$ cat src/rtl/uart_baud_gen_frac.sv
// uart_baud_gen_frac: fractional oversample/bit tick generator with shadowed, tick-aligned divisor updates.
module uart_baud_gen_frac #(
  parameter int INT_W    = 16,
  parameter int FRAC_W   = 4,
  parameter int OSR      = 16,
  parameter int DEF_INT  = 27,
  parameter int DEF_FRAC = 2
) (
  input  logic                    clk,
  input  logic                    rstN,
  input  logic                    en,
  input  logic                    resync,
  input  logic [INT_W-1:0]        div_int,
  input  logic [FRAC_W-1:0]       div_frac,
  input  logic                    div_load,
  output logic                    cfg_pending,
  output logic                    cfg_err,
  output logic                    os_tick,
  output logic                    bit_tick,
  output logic [$clog2(OSR)-1:0]  os_idx
);
  localparam int IW = $clog2(OSR);
  logic [INT_W-1:0]  act_int, sh_int, cnt, lim;
  logic [FRAC_W-1:0] act_frac, sh_frac, acc;
  logic [FRAC_W:0]   sum;
  logic              cy, wrap, apply, load_ok;
  assign sum      = {1'b0, acc} + {1'b0, act_frac};
  assign cy       = sum[FRAC_W];
  assign lim      = act_int - INT_W'(1) + INT_W'(cy);
  assign os_tick  = rstN & en & ~resync & (cnt == lim);
  assign wrap     = os_idx == IW'(OSR - 1);
  assign bit_tick = os_tick & wrap;
  assign apply    = cfg_pending & (os_tick | resync | ~en);
  assign load_ok  = div_load & (div_int != '0);
  // apply reads the pre-load shadow, so a same-cycle load stays pending
  always_ff @(posedge clk) begin
    if (!rstN) begin
      act_int     <= INT_W'(DEF_INT);
      act_frac    <= FRAC_W'(DEF_FRAC);
      sh_int      <= INT_W'(DEF_INT);
      sh_frac     <= FRAC_W'(DEF_FRAC);
      cnt         <= '0;
      acc         <= '0;
      os_idx      <= '0;
      cfg_pending <= 1'b0;
      cfg_err     <= 1'b0;
    end else begin
      cfg_err     <= div_load & (div_int == '0);
      cfg_pending <= load_ok | (cfg_pending & ~apply);
      if (load_ok) begin
        sh_int  <= div_int;
        sh_frac <= div_frac;
      end
      if (apply) begin
        act_int  <= sh_int;
        act_frac <= sh_frac;
      end
      if (resync) begin
        cnt    <= '0;
        acc    <= '0;
        os_idx <= '0;
      end else if (os_tick) begin
        cnt    <= '0;
        acc    <= sum[FRAC_W-1:0];
        os_idx <= wrap ? '0 : os_idx + IW'(1);
      end else if (en) begin
        cnt <= cnt + INT_W'(1);
      end
    end
  end
endmodule

$ cat config.mk
export PLATFORM = sky130hd
export DESIGN_NAME = uart_baud_gen_frac
export DESIGN_NICKNAME = d
export VERILOG_FILES = /design/src/rtl/uart_baud_gen_frac.sv
export SDC_FILE = /design/constraint.sdc
export NUM_CORES = 1
export LEC_CHECK = 0
export CORE_MARGIN = 3
export CORE_UTILIZATION = 35
export CTS_CLUSTER_SIZE = 25
export DETAILED_ROUTE_END_ITERATION = 6
export GPL_TIMING_DRIVEN = 1
export PLACE_DENSITY = 0.65
export SLEW_MARGIN = 10
export SYNTH_ARGS = -nofsm -noshare
export SYNTH_HDL_FRONTEND = slang
export SYNTH_SLANG_ARGS = --single-unit
$ cat constraint.sdc
create_clock -name clk -period 7.15 [get_ports clk]
set_input_delay 1.7875 -clock clk [delete_from_list [all_inputs] [get_ports clk]]
set_output_delay 1.7875 -clock clk [all_outputs]
set_load 0.05 [all_outputs]
After elaboration in Yosys (flattened, before gate mapping)
Index checks and enable logic that the tools add are counted.
{ "totals": {"register_bits": 66, "in_bits": 25, "output_inout_bits": 8} }
{ "classes": {"add_sub_neg": 5, "n_eq_ne": 2, "mux": 1, "bitwise": 15, "reduce_logical": 4} }
{ "op_table": {"columns": ["cell", "count"], "rows": [
  ["$add 16x1->16", 1],
  ["$add 16x1->16 const B", 1],
  ["$eq 16x16->1", 1],
  ["$logic_not 16->1", 1],
  ["$reduce_bool 16->1", 1],
  ["$sub 16x1->16 const B", 1],
  ["$and 1x1->1", 8],
  ["$add 4x4->5", 1],
  ["$add 4x1->4 const B", 1],
  ["$eq 4x4->1 const B", 1],
  ["$mux 4", 1],
  ["$not 1->1", 4],
  ["$or 1x1->1", 3],
  ["$reduce_or 3->1", 1],
  ["$reduce_or 2->1", 1]
]} }

Depth between registers and ports, before layout
{ "logic_depth": {"ltp_word": 10, "mapped_depth": 18, "mapped_depth_nobuf": 15} }

Worst setup path after synthesis
No wires, ideal clock.
{ "synth_timing": {"path_type": "reg-to-output", "from": "reg act_frac[0]", "to": "out bit_tick", "arrival_ns": 5.050, "t_required_ns": 5.362, "setup_slack_ns": 0.312, "stages_incl_launch_ff": 17, "path_buffers": 1, "cell_sequence": "dfxtp_1 ha_1 inv_1 fa_1 inv_1 a21o_1 a21oi_1 ha_1 ha_1 nor3b_1 clkbuf_1 nand4_1 xor2_1 o21ai_0 o211a_1 nor4bb_1 and4_1"} }
{ "synth_between": {"elab_chain_len": 5} }
{ "synth_lines": {"columns": ["item", "line_no", "rtl"], "rows": [
  ["start: declaration", "24", "logic [FRAC_W-1:0] act_frac, sh_frac, acc;"],
  ["start signal: assignment", "39", "act_frac <= FRAC_W'(DEF_FRAC);"],
  ["start signal: assignment", "56", "act_frac <= sh_frac;"],
  ["$add 4x4->5", "27", "assign sum = {1'b0, acc} + {1'b0, act_frac};"],
  ["$add 16x1->16", "29", "assign lim = act_int - INT_W'(1) + INT_W'(cy);"],
  ["$eq 16x16->1", "30", "assign os_tick = rstN & en & ~resync & (cnt == lim);"],
  ["$and 1x1->1", "30", null],
  ["via os_tick", "18", "output logic os_tick,"],
  ["$and 1x1->1", "32", "assign bit_tick = os_tick & wrap;"],
  ["end: declaration", "19", "output logic bit_tick,"]
]} }
The timed path passes the listed nets, and every way through them passes these cells.

Worst setup path in the final report
{ "layout_timing": {"from": "reg act_frac[0]", "to": "out bit_tick"} }
{ "layout_between": {"elab_chain_len": 5} }
{ "layout_lines": {"columns": ["item", "line_no"], "rows": [
  ["$add 4x4->5", "27"],
  ["$add 16x1->16", "29"],
  ["$eq 16x16->1", "30"],
  ["$and 1x1->1", "30"],
  ["$and 1x1->1", "32"]
]} }
Every way passes these cells.

==> impl_metrics.json <==
{
  "outcome": "complete, no violations",
  "postLayoutCoreUtil": 0.433,
  "drt_iter0_markers": 162,
  "synthFlopType": "dfxtp_1",
  "critPathKind": "reg -> out",
  "use_met2": 0.208,
  "drc": 0,
  "gr-total-overflow": 0,
  "wl_per_cell_um": 13.3,
  "cp_cell_sequence": "ha_1 > inv_1 > fa_1 > inv_1 > a21o_1 > a21oi_1 > ha_1 > ha_1 > nor3b_1 > buf_4 > nand4_1 > xor2_1 > o21ai_0 > o211a_1 > nor4bb_1 > and4_1 > buf_12",
  "regToRegStartpoint": "act_frac[0]$_SDFFE_PN0P_",
  "yosysWarnings": 0,
  "clockRootBuffer": "clkbuf_8",
  "path_buf_inv": 4,
  "crit_path_max_fanout": 12,
  "avgSynthCellArea_um2": 8.08,
  "synth_cell_types": 54,
  "port_buffers": 32,
  "hold_buffers": 0,
  "arrival_ns": 4.34,
  "grt-busiest-layer": "met2",
  "cts_sinks": 66,
  "cts-htree-levels": 3,
  "routed_wl_um": 7790,
  "slew_viol_final": 0,
  "drv_cap": 0,
  "ff2ff_path_depth": 14,
  "rrSetupSlack_ns": 2.82,
  "die-area_um2": 11200,
  "antenna_found_initial": 0,
  "post_cts_buffers": 0,
  "critPathRequiredTime_ns": 5.36,
  "n_fill_cell": 970,
  "peakVddDrop_v": 0.000117,
  "grt_max_degree": 39,
  "cts_tree": "yes",
  "cts_made_buffers": 9,
  "fin_total_pwr_w": 0.000777,
  "io_pins": 33,
  "synthCells": 431,
  "regArea_um2": 1320,
  "final.min_clock_period_ns": 6.13,
  "grt_use_met1": 0.207,
  "num_vias": 3022,
  "synth_top_area_share": 0.379,
  "finalSetupViolations": 0,
  "endpoint": "bit_tick",
  "die_w_um": 106,
  "slew-limit-headroom": 0.515,
  "synth-seq-area-share": 0.379,
  "num_rows": 35,
  "tns_ns": 0,
  "grt_use_total": 0.147,
  "regToRegEndpoint": "act_int[13]$_SDFFE_PN0P_",
  "multi_input_area_um2": 2020,
  "rsz0062_at_grt": "no",
  "hold_violations": 0,
  "timing.fmax_mhz": 163,
  "drt_pass1_iterations": 5,
  "grt_pass1_vias": 2860,
  "worstSetupStartpointType": "flip-flop",
  "endpoint_kind": "primary output",
  "yosysMostFrequentCell": "nand2_1",
  "finClkSkew_ns": 0.00969,
  "power_density_nw_per_um2": 189,
  "ys_seq_elements": 66,
  "yosysTopAreaCell": "dfxtp_1",
  "antenna_cells": 0,
  "startpoint": "act_frac[0]$_SDFFE_PN0P_",
  "ant_nets": 0,
  "drive_above_1_share": 0.0636,
  "cts_resized": 0,
  "place_congestion": 0.819,
  "cpMaxStageDelayCell": "nor4bb_1",
  "clk_latency_ns": 0.34,
  "synth_area_leaders": "dfxtp_1, nand2_1, xnor2_1",
  "initial_utilization": 0.368,
  "nets": 485,
  "crit_cells": 17,
  "async_reset_ff_frac": 0,
  "coreArea_um2": 9460,
  "viasPerCell": 5.17,
  "synth_common_cells": "nand2_1, dfxtp_1, nor2_1",
  "synth_edf_count": 0,
  "cpMostUsedCell": "ha_1",
  "clk_pin_slew_worst_paths_ns": 0.08,
  "die_h_um": 106,
  "max_stage_delay_ns": 0.52,
  "hpwl_um": 5660,
  "cts.path.max_buffers": 2,
  "netlist_area_um2": 3480,
  "syn_nets": 465,
  "hold_path_class": "reg -> reg",
  "holdWs_ns": 0.457,
  "p_leak_nw": 1.47,
  "global_route.usage.met3": 0.0441,
  "fin_crit_sh": 0.857,
  "synthToLayoutAreaGrowth_pct": 17.7,
  "grt_pass1_wl_um": 13600,
  "critPathTopFamily": "simple AND/OR/NAND/NOR gates",
  "worstMarginPinSlew_ns": 0.717
}
-- cell families after synthesis --
family                   after synthesis  share of synthesized area
AND/OR/NAND/NOR                      193                      0.265
AO/OA/AOI/OAI                         74                      0.137
flip-flops                            66                      0.379
XOR/XNOR                              36                     0.0905
buffers and inverters                 35                     0.0427
multiplexers                          18                     0.0517
adder cells (fa/ha/maj)                9                     0.0345
-- tightest hold or removal path, stage by stage (launching register included) --
cell	delay, ns
dfxtp_1	0.31
nand2_1	0.05
a21oi_1	0.05
-- metal layers --
layer / wire length, µm / share of wire / vias to the layer above
met5: 0 / 0 / -
met4: 172 / 0.022 / 0
met3: 487 / 0.063 / 14
met2: 3320 / 0.43 / 78
met1: 3800 / 0.49 / 1381
li1: - / - / 1549
-- metrics by stage --
| step | std cells | setup slack (ns) | area (µm²) |
|---|---|---|---|
| floorplan | 431 | 0.312 | 3480 |
| global placement | 569 | 1.21 | 3890 |
| detailed placement | 569 | 1.14 | 3890 |
| CTS | 585 | 1.02 | 4090 |
| global route | 585 | 0.765 | 4100 |
| finish | 585 | 1.02 | 4100 |
-- power by group --
group          leakage (nW)  internal [W]  switching [W]
combinational         0.831     0.0000316      0.0000366
clock                0.0997      0.000172       0.000149
sequential            0.538      0.000378     0.00000857
-- cell usage in the layout, fill, tap and decap left out, drive strengths merged, types with 12 or more instances in the layout --
cell type,netlist,final
nand2,82,82
dfxtp,66,66
nor2,36,36
a21oi,33,33
clkdlybuf4s50,0,30
xnor2,22,22
nand3,19,19
mux2i,18,18
xor2,14,14
o21ai,12,12
-- how the worst min path moves through the flow --
stage / from / end / slack, ns / cells past startpoint
finish: sh_int[14]$_SDFFE_PN0P_ / sh_int[14]$_SDFFE_PN0P_ / 0.46 / 2
global route: sh_int[14]$_SDFFE_PN0P_ / sh_int[14]$_SDFFE_PN0P_ / 0.48 / 2
CTS: sh_int[14]$_SDFFE_PN0P_ / sh_int[14]$_SDFFE_PN0P_ / 0.46 / 2
detailed placement: sh_int[14]$_SDFFE_PN0P_ / sh_int[14]$_SDFFE_PN0P_ / 0.45 / 2
global placement: sh_int[8]$_SDFFE_PN0P_ / sh_int[8]$_SDFFE_PN0P_ / 0.44 / 2
floorplan: sh_frac[1]$_SDFFE_PN1P_ / act_frac[1]$_SDFFE_PN1P_ / 0.44 / 1
-- registers in the layout, indices dropped and copies added (netlist names) --
signal / count
cfg_pending: 1
acc: 4
act_int: 16
sh_int: 16
sh_frac: 4
cfg_err: 1
act_frac: 4
cnt: 16
os_idx: 4
-- cell type report --
class / instances / area share
Inverter: 7 / 0.00641
Multi-Input combinational cell: 330 / 0.493
Clock inverter: 5 / 0.0156
Tap cell: 129 / 0.0394
Timing Repair Buffer: 37 / 0.0891
Clock buffer: 11 / 0.0345
Sequential cell: 66 / 0.322
(Power assumes the default switching activity.)
